`src/rtl/hll_pkg.sv`:
```
// Shared types and helpers for the HLL layer accumulator.
// Holds the FSM state encoding, default sizing and a reference rank function.
package hll_pkg;

    localparam int HLL_NUM_LAYERS = 8;
    localparam int HLL_HASH_WIDTH = 64;
    localparam int LW             = $clog2(HLL_NUM_LAYERS);
    localparam int RW             = $clog2(HLL_HASH_WIDTH);

    typedef enum logic [1:0] {
        ACCUM   = 2'd0,
        FLUSH   = 2'd1,
        PUBLISH = 2'd2
    } hll_state_t;

    // Trailing-zero rank of a default-width hash; an all-zero hash maps to the top bit.
    function automatic logic [RW-1:0] tz_rank(input logic [HLL_HASH_WIDTH-1:0] hash);
        logic [RW-1:0] r;
        r = RW'(HLL_HASH_WIDTH - 1);
        for (int i = HLL_HASH_WIDTH - 1; i >= 0; i--) begin
            if (hash[i]) begin
                r = RW'(i);
            end
        end
        return r;
    endfunction

endpackage

```
`src/rtl/hll_tz_encode.sv`:
```
// Combinational trailing-zero encoder used by the fold stage.
// A zero hash has no set bit, so it is given the highest rank the register can hold.
module hll_tz_encode #(
    parameter int HASH_WIDTH = 64,
    localparam int RANK_W    = $clog2(HASH_WIDTH)
) (
    input  logic [HASH_WIDTH-1:0] hash,
    output logic [RANK_W-1:0]     rank
);

    // Scan from the top down so the lowest set bit is the last one to win.
    always_comb begin
        rank = RANK_W'(HASH_WIDTH - 1);
        for (int i = HASH_WIDTH - 1; i >= 0; i--) begin
            if (hash[i]) begin
                rank = RANK_W'(i);
            end
        end
    end

endmodule

```
`src/rtl/hll_layer_accumulator.sv`:
```
// Folds a {layer, hash} token stream into per-layer HLL rank registers and
// publishes the frozen set on request, starting a fresh epoch each time.
module hll_layer_accumulator
    import hll_pkg::*;
#(
    parameter int NUM_LAYERS = 8,
    parameter int HASH_WIDTH = 64,
    parameter int CNT_WIDTH  = 32
) (
    input  logic                                  clk,
    input  logic                                  reset_n,
    input  logic                                  in_valid,
    output logic                                  in_ready,
    input  logic [$clog2(NUM_LAYERS)-1:0]         in_layer,
    input  logic [HASH_WIDTH-1:0]                 in_hash,
    input  logic                                  snap_req,
    output logic                                  snap_ack,
    output logic [NUM_LAYERS-1:0][HASH_WIDTH-1:0] layer_registers,
    output logic                                  regs_valid,
    output logic [15:0]                           epoch,
    output logic [CNT_WIDTH-1:0]                  item_count,
    output logic [CNT_WIDTH-1:0]                  drop_count
);

    localparam int LAYER_W = $clog2(NUM_LAYERS);
    localparam int RANK_W  = $clog2(HASH_WIDTH);

    hll_state_t state;
    hll_state_t state_next;
    logic       alive;
    logic       flush_second;
    logic       accept;

    logic                  s1_valid;
    logic [LAYER_W-1:0]    s1_layer;
    logic [HASH_WIDTH-1:0] s1_hash;
    logic                  s2_valid;
    logic [LAYER_W-1:0]    s2_layer;
    logic [HASH_WIDTH-1:0] s2_hash;
    logic [RANK_W-1:0]     s2_rank;
    logic                  s2_layer_ok;

    logic [NUM_LAYERS-1:0][HASH_WIDTH-1:0] work;
    logic [CNT_WIDTH-1:0]                  epoch_items;

    // alive keeps in_ready low while reset is held and for the edge that releases it.
    assign in_ready    = alive && (state == ACCUM) && !snap_req;
    assign accept      = in_valid && in_ready;
    assign s2_layer_ok = {1'b0, s2_layer} < (LAYER_W + 1)'(NUM_LAYERS);

    hll_tz_encode #(
        .HASH_WIDTH(HASH_WIDTH)
    ) u_tz_encode (
        .hash(s2_hash),
        .rank(s2_rank)
    );

    // State register; flush_second marks the second FLUSH cycle, after which the pipeline is empty.
    always_ff @(posedge clk or negedge reset_n) begin
        if (!reset_n) begin
            state        <= ACCUM;
            alive        <= 1'b0;
            flush_second <= 1'b0;
        end else begin
            state        <= state_next;
            alive        <= 1'b1;
            flush_second <= (state == FLUSH) && !flush_second;
        end
    end

    // Next-state logic: a level snap_req in ACCUM starts the flush/publish sequence.
    always_comb begin
        state_next = state;
        case (state)
            ACCUM:   if (snap_req) state_next = FLUSH;
            FLUSH:   if (flush_second) state_next = PUBLISH;
            PUBLISH: state_next = ACCUM;
            default: state_next = ACCUM;
        endcase
    end

    // Two-stage token pipeline: S1 captures the accepted token, S2 feeds the rank encoder.
    always_ff @(posedge clk or negedge reset_n) begin
        if (!reset_n) begin
            s1_valid <= 1'b0;
            s1_layer <= '0;
            s1_hash  <= '0;
            s2_valid <= 1'b0;
            s2_layer <= '0;
            s2_hash  <= '0;
        end else begin
            s1_valid <= accept;
            if (accept) begin
                s1_layer <= in_layer;
                s1_hash  <= in_hash;
            end
            s2_valid <= s1_valid;
            s2_layer <= s1_layer;
            s2_hash  <= s1_hash;
        end
    end

    // Fold S2 into the working set, and on PUBLISH freeze it to the outputs and clear the epoch.
    // PUBLISH is only reached with both stages empty, so it never races a fold or drop.
    always_ff @(posedge clk or negedge reset_n) begin
        if (!reset_n) begin
            work            <= '0;
            epoch_items     <= '0;
            layer_registers <= '0;
            item_count      <= '0;
            epoch           <= '0;
            drop_count      <= '0;
            regs_valid      <= 1'b0;
            snap_ack        <= 1'b0;
        end else begin
            regs_valid <= (state == PUBLISH);
            snap_ack   <= (state == PUBLISH);
            if (state == PUBLISH) begin
                layer_registers <= work;
                item_count      <= epoch_items;
                epoch           <= epoch + 16'd1;
                work            <= '0;
                epoch_items     <= '0;
            end else if (s2_valid) begin
                if (s2_layer_ok) begin
                    work[s2_layer] <= work[s2_layer] | (HASH_WIDTH'(1) << s2_rank);
                    if (epoch_items != '1) begin
                        epoch_items <= epoch_items + CNT_WIDTH'(1);
                    end
                end else if (drop_count != '1) begin
                    drop_count <= drop_count + CNT_WIDTH'(1);
                end
            end
        end
    end

endmodule

```
`config.mk`:
```
export PLATFORM = sky130hd
export DESIGN_NAME = hll_layer_accumulator
export DESIGN_NICKNAME = d
export VERILOG_FILES = /design/src/rtl/hll_pkg.sv /design/src/rtl/hll_tz_encode.sv /design/src/rtl/hll_layer_accumulator.sv
export SDC_FILE = /design/constraint.sdc
export NUM_CORES = 2
export LEC_CHECK = 0
export CAP_MARGIN = 0
export CORE_MARGIN = 3
export CORE_UTILIZATION = 59
export DETAILED_ROUTE_END_ITERATION = 16
export GPL_ROUTABILITY_DRIVEN = 0
export GPL_TIMING_DRIVEN = 1
export PLACE_DENSITY = 0.83
export SYNTH_ARGS = -nofsm -noshare
export SYNTH_HDL_FRONTEND = slang
export SYNTH_HIERARCHICAL = 1
export SYNTH_SLANG_ARGS = --single-unit
```
`constraint.sdc`:
```
create_clock -name clk -period 5.4 [get_ports clk]
set_clock_uncertainty 0.2 [all_clocks]
set_input_delay 1.62 -clock clk [delete_from_list [all_inputs] [get_ports clk]]
set_output_delay 1.62 -clock clk [all_outputs]
set_load 0.005 [all_outputs]
```
# After elaboration in Yosys (flattened, before gate mapping)
# Index checks and enable logic that the tools add are counted.
# totals
register_bits	1243
inputBits	71
output_inout_bits	595
word_cells	128
# op_classes
n_lt_le_gt_ge	2
shifts	1
reduce_logical	12
add_sub_neg	2
n_mux	76
n_bitwise	1
n_eq_ne	5
# op_table
op	count
2-to-1 mux 512 bit	2
bitwise mux 512 bit	1
binary-select mux 64 bit (select 3 bit)	1
demux 64 bit (select 3 bit)	1
2-to-1 mux 6 bit	32
2-to-1 mux 64 bit	2
2-to-1 mux 32 bit	3
2-to-1 mux 5 bit	16
OR 64 bit	1
<< shifter 1 x 6 -> 64 bit, first input constant	1
adder 32 x 1 -> 32 bit, second input constant	1
2-to-1 mux 4 bit	8
!= test 32 bit, second input constant	1
adder 16 x 1 -> 16 bit, second input constant	1
2-to-1 mux 3 bit	4
2-to-1 mux 2 bit	4
logical AND 1 bit	5
less-than comparator 3 x 4 -> 1 bit, second input constant	1
!= test 2 bit, second input constant	2
case mux 2 bit (2 select lines)	1
AND reduction 2 bit	2
nonzero test 2 bit	2
greater-or-equal comparator 3 x 1 -> 1 bit, second input constant	1
== test 2 x 1 -> 1 bit, second input constant	1
4 further kinds	5

# Longest topological paths before layout
# logic_depth
ltp_word	68
depth_mapped	12
depth_no_buf	10

# Modules after synthesis
# The synthesis kept the hierarchy.
# modules_own_cells
mod	n_inst	cells_per_inst	area_each_um2	seq_area_each_um2
hll_layer_accumulator	1	4860	49623.8	31154.9
hll_tz_encode	1	142	792.0	0.0

# Worst setup path before layout
# OpenSTA, ideal clock, no wires.
# synth_timing
path_kind	input-to-output
from	input port snap_req
to	output port in_ready
stages	1
setup_slack_ns	1.599
required_time_ns	3.580
arrival_time_ns	1.981
path_buffers	0
cell_sequence	nor4b_1
# synth_between
elab_chain_cells	2
# synth_rtl
item	line	text
start: declaration	hll_layer_accumulator.sv:16	input logic snap_req,
zero test 1 bit	hll_layer_accumulator.sv:47	assign in_ready = alive && (state == ACCUM) && !snap_req;
logical AND 1 bit	hll_layer_accumulator.sv:47	
end: declaration	hll_layer_accumulator.sv:13	output logic in_ready,
# No other way between the ends.

# Worst setup path in the final report
# Same ends and word-level chain as after synthesis.

==> impl_metrics.env <==
export IMPL_path_max_fanout=2
export IMPL_worstSetupStartpointType="input port"
export IMPL_grt_pass1_wl_um=274000
export IMPL_via_count=43400
export IMPL_final_layout_size_suffix_gt1_frac=0.0762
export IMPL_cp_arrival_ps=3070
export IMPL_setup_tns_ps=0
export IMPL_worst_pin_slew_ps=1350
export IMPL_critPathSlowestCell="clkdlybuf4s50_1"
export IMPL_setup_viol=0
export IMPL_crit_chain="clkdlybuf4s50_1 > nor4b_1 > clkdlybuf4s50_1"
export IMPL_period_share=0.906
export IMPL_drt_pass1_iterations=8
export IMPL_fillers=5675
export IMPL_powerDensity_mw_per_mm2=562
export IMPL_die_h_um=298
export IMPL_relSlewSlack=0.101
export IMPL_post_route_util=0.733
export IMPL_nNetsFinal=5588
export IMPL_start_util=0.599
export IMPL_syn2layout_area_growth_pct=22.5
export IMPL_core_rowCount=106
export IMPL_post_cts_buffers=0
export IMPL_core_mm2=0.0841
export IMPL_critPathCaptureType="primary output"
export IMPL_first_global_vias=43100
export IMPL_cts_resized=0
export IMPL_cpPeakStageDelay_ps=600
export IMPL_synthesis_instances=4997
export IMPL_path_class="in -> out"
export IMPL_avgSynthCellArea_um2=10.1
export IMPL_worstSkewPairLatency_ps=710
export IMPL_timing_fmax_ghz=0.204
export IMPL_grt_max_degree=248
export IMPL_finalPower_mw=34.7
export IMPL_grt_use_total=0.411
export IMPL_dp_hpwl_um=116000
export IMPL_cts_buffers=118
export IMPL_antenna_left=0
export IMPL_drt_wirelength_per_cell_um=27.4
export IMPL_viasPerCell=6.43
export IMPL_cts_hold_buf=0
export IMPL_clk_pin_slew_ps=60
export IMPL_drv_slew=0
export IMPL_hold_class="reg -> reg"
export IMPL_cts_root_buf="clkbuf_16"
export IMPL_routed_wirelength_um=185000
export IMPL_pin_count=666
export IMPL_ir_drop_uv=365
export IMPL_rsz0062_at_grt="no"
export IMPL_yosys_warnings=6
export IMPL_grt_overflow=0
export IMPL_clock_sinks=1243
export IMPL_die_w_um=298
export IMPL_run_status="complete, no violations"
export IMPL_cts_path_max_buffers=3
export IMPL_syn_area_mm2=0.0504
export IMPL_period_minus_slack_ps=4890
export IMPL_path_common_cell="clkdlybuf4s50_1"
export IMPL_drt_iter0_drc=6300
export IMPL_maxCapViolCount=0
export IMPL_cts_max_level=3
export IMPL_drc=0
export IMPL_power_leakage_nw=30.3
export IMPL_cts_tree="done"
export IMPL_port_buffers=632
export IMPL_finalHoldViolations=0
export IMPL_antenna_found_initial=5
export IMPL_die_area_mm2=0.0889
export IMPL_cp_required_ps=3580
[worst max-delay path: cells and delay by family]
| family | cells | cell delay (ps) |
|---|---|---|
| buffers and inverters | 2 | 1020 |
| AND/OR/NAND/NOR | 1 | 430 |
[worst paths after layout]
kind / startpoint / end / slack (ps) / cells after the start
max: snap_req / in_ready / 510 / 3
min: s1_valid$_DFF_PN0_ / s2_valid$_DFF_PN0_ / 160 / 0
min in group asynchronous: reset_n / layer_registers[336]$_DFFE_PN0P_ / 770 / 1
max reg2reg: s2_hash[16]$_DFF_PN0_ / work[385]$_DFFE_PN0P_ / 520 / 8
min reg2reg: s1_valid$_DFF_PN0_ / s2_valid$_DFF_PN0_ / 160 / 0
max in group asynchronous: reset_n / layer_registers[186]$_DFFE_PN0P_ / 2950 / 2
[routing by layer]
layer	wire length (um)	GRT usage	share of wire	up-vias
li1	-	-	-	17800
met1	64700	0.524	0.35	21200
met2	79700	0.598	0.43	3530
met3	24700	0.128	0.13	900
met4	16000	0.296	0.086	6
met5	131	0.00812	0.00071	-
[layout make-up]
class,instances,area (um^2),area share
Antenna cell,1,2.50,0.0000406
Clock buffer,177,3540,0.0573
Clock inverter,45,589,0.00956
Inverter,20,82.6,0.00134
Multi-Input combinational cell,3416,17800,0.288
Sequential cell,1243,31100,0.505
Tap cell,1134,1420,0.0230
Timing Repair Buffer,716,7170,0.116
[registers in the layout, summed over array words and instances, names as in the netlist]
signal and flops:
flush_second 1, item_count 32, s1_hash 63, s2_layer 3, alive 1, s2_hash 63, regs_valid 1, state 2
s1_valid 1, epoch_items 32, s1_layer 3, s2_valid 1, layer_registers 512, work 512, epoch 16
[power by group]
group / switching (mW) / internal [mW] / leakage [nW] / total, mW
sequential: 2.20 / 11.6 / 17.1 / 13.8
clock: 3.70 / 5.06 / 2.03 / 8.75
combinational: 7.71 / 4.42 / 11.2 / 12.1
total: 13.6 / 21.1 / 30.3 / 34.7
[layout by cell type, fill, tap and decap left out, types with 8 or more instances in the layout]
| master | n |
|---|---|
| nor2_4 | 8 |
| o21ai_0 | 217 |
| nor2_1 | 66 |
| conb_1 | 33 |
| clkbuf_16 | 119 |
| nand2b_1 | 11 |
| buf_12 | 17 |
| mux2_2 | 37 |
| o22a_1 | 24 |
| a22oi_1 | 20 |
| a21oi_1 | 36 |
| inv_1 | 17 |
| mux2i_1 | 40 |
| nand2_2 | 8 |
| o22ai_1 | 133 |
| o211ai_1 | 9 |
| o21ai_1 | 17 |
| clkbuf_1 | 24 |
| or4_1 | 10 |
| nand2_1 | 2091 |
| clkbuf_8 | 34 |
| clkinv_2 | 22 |
| nor4_1 | 18 |
| bufinv_16 | 11 |
| dfrtp_1 | 1240 |
| xor2_1 | 17 |
| xnor2_1 | 20 |
| o31ai_1 | 9 |
| o221ai_1 | 22 |
| or3_1 | 19 |
| a22o_1 | 314 |
| buf_4 | 68 |
| mux4_2 | 16 |
| nor3_1 | 18 |
| a31oi_1 | 9 |
| clkdlybuf4s50_1 | 631 |
| nand4_1 | 17 |
| nand3_1 | 27 |
| nor2b_1 | 13 |
[stage by stage]
step           setup slack (ps)  instances  instance area [um^2]  hold WS [ps]
2_1_floorplan              1600       5028                 50500           131
3_3_place_gp                533       6529                 57500           140
3_5_place_dp                531       6529                 57500           140
4_1_cts                     493       6751                 61700           155
5_1_grt                     366       6751                 61700           175
6_report                    508       6752                 61700           160
Note: power is estimated with default switching activity, not from simulation.
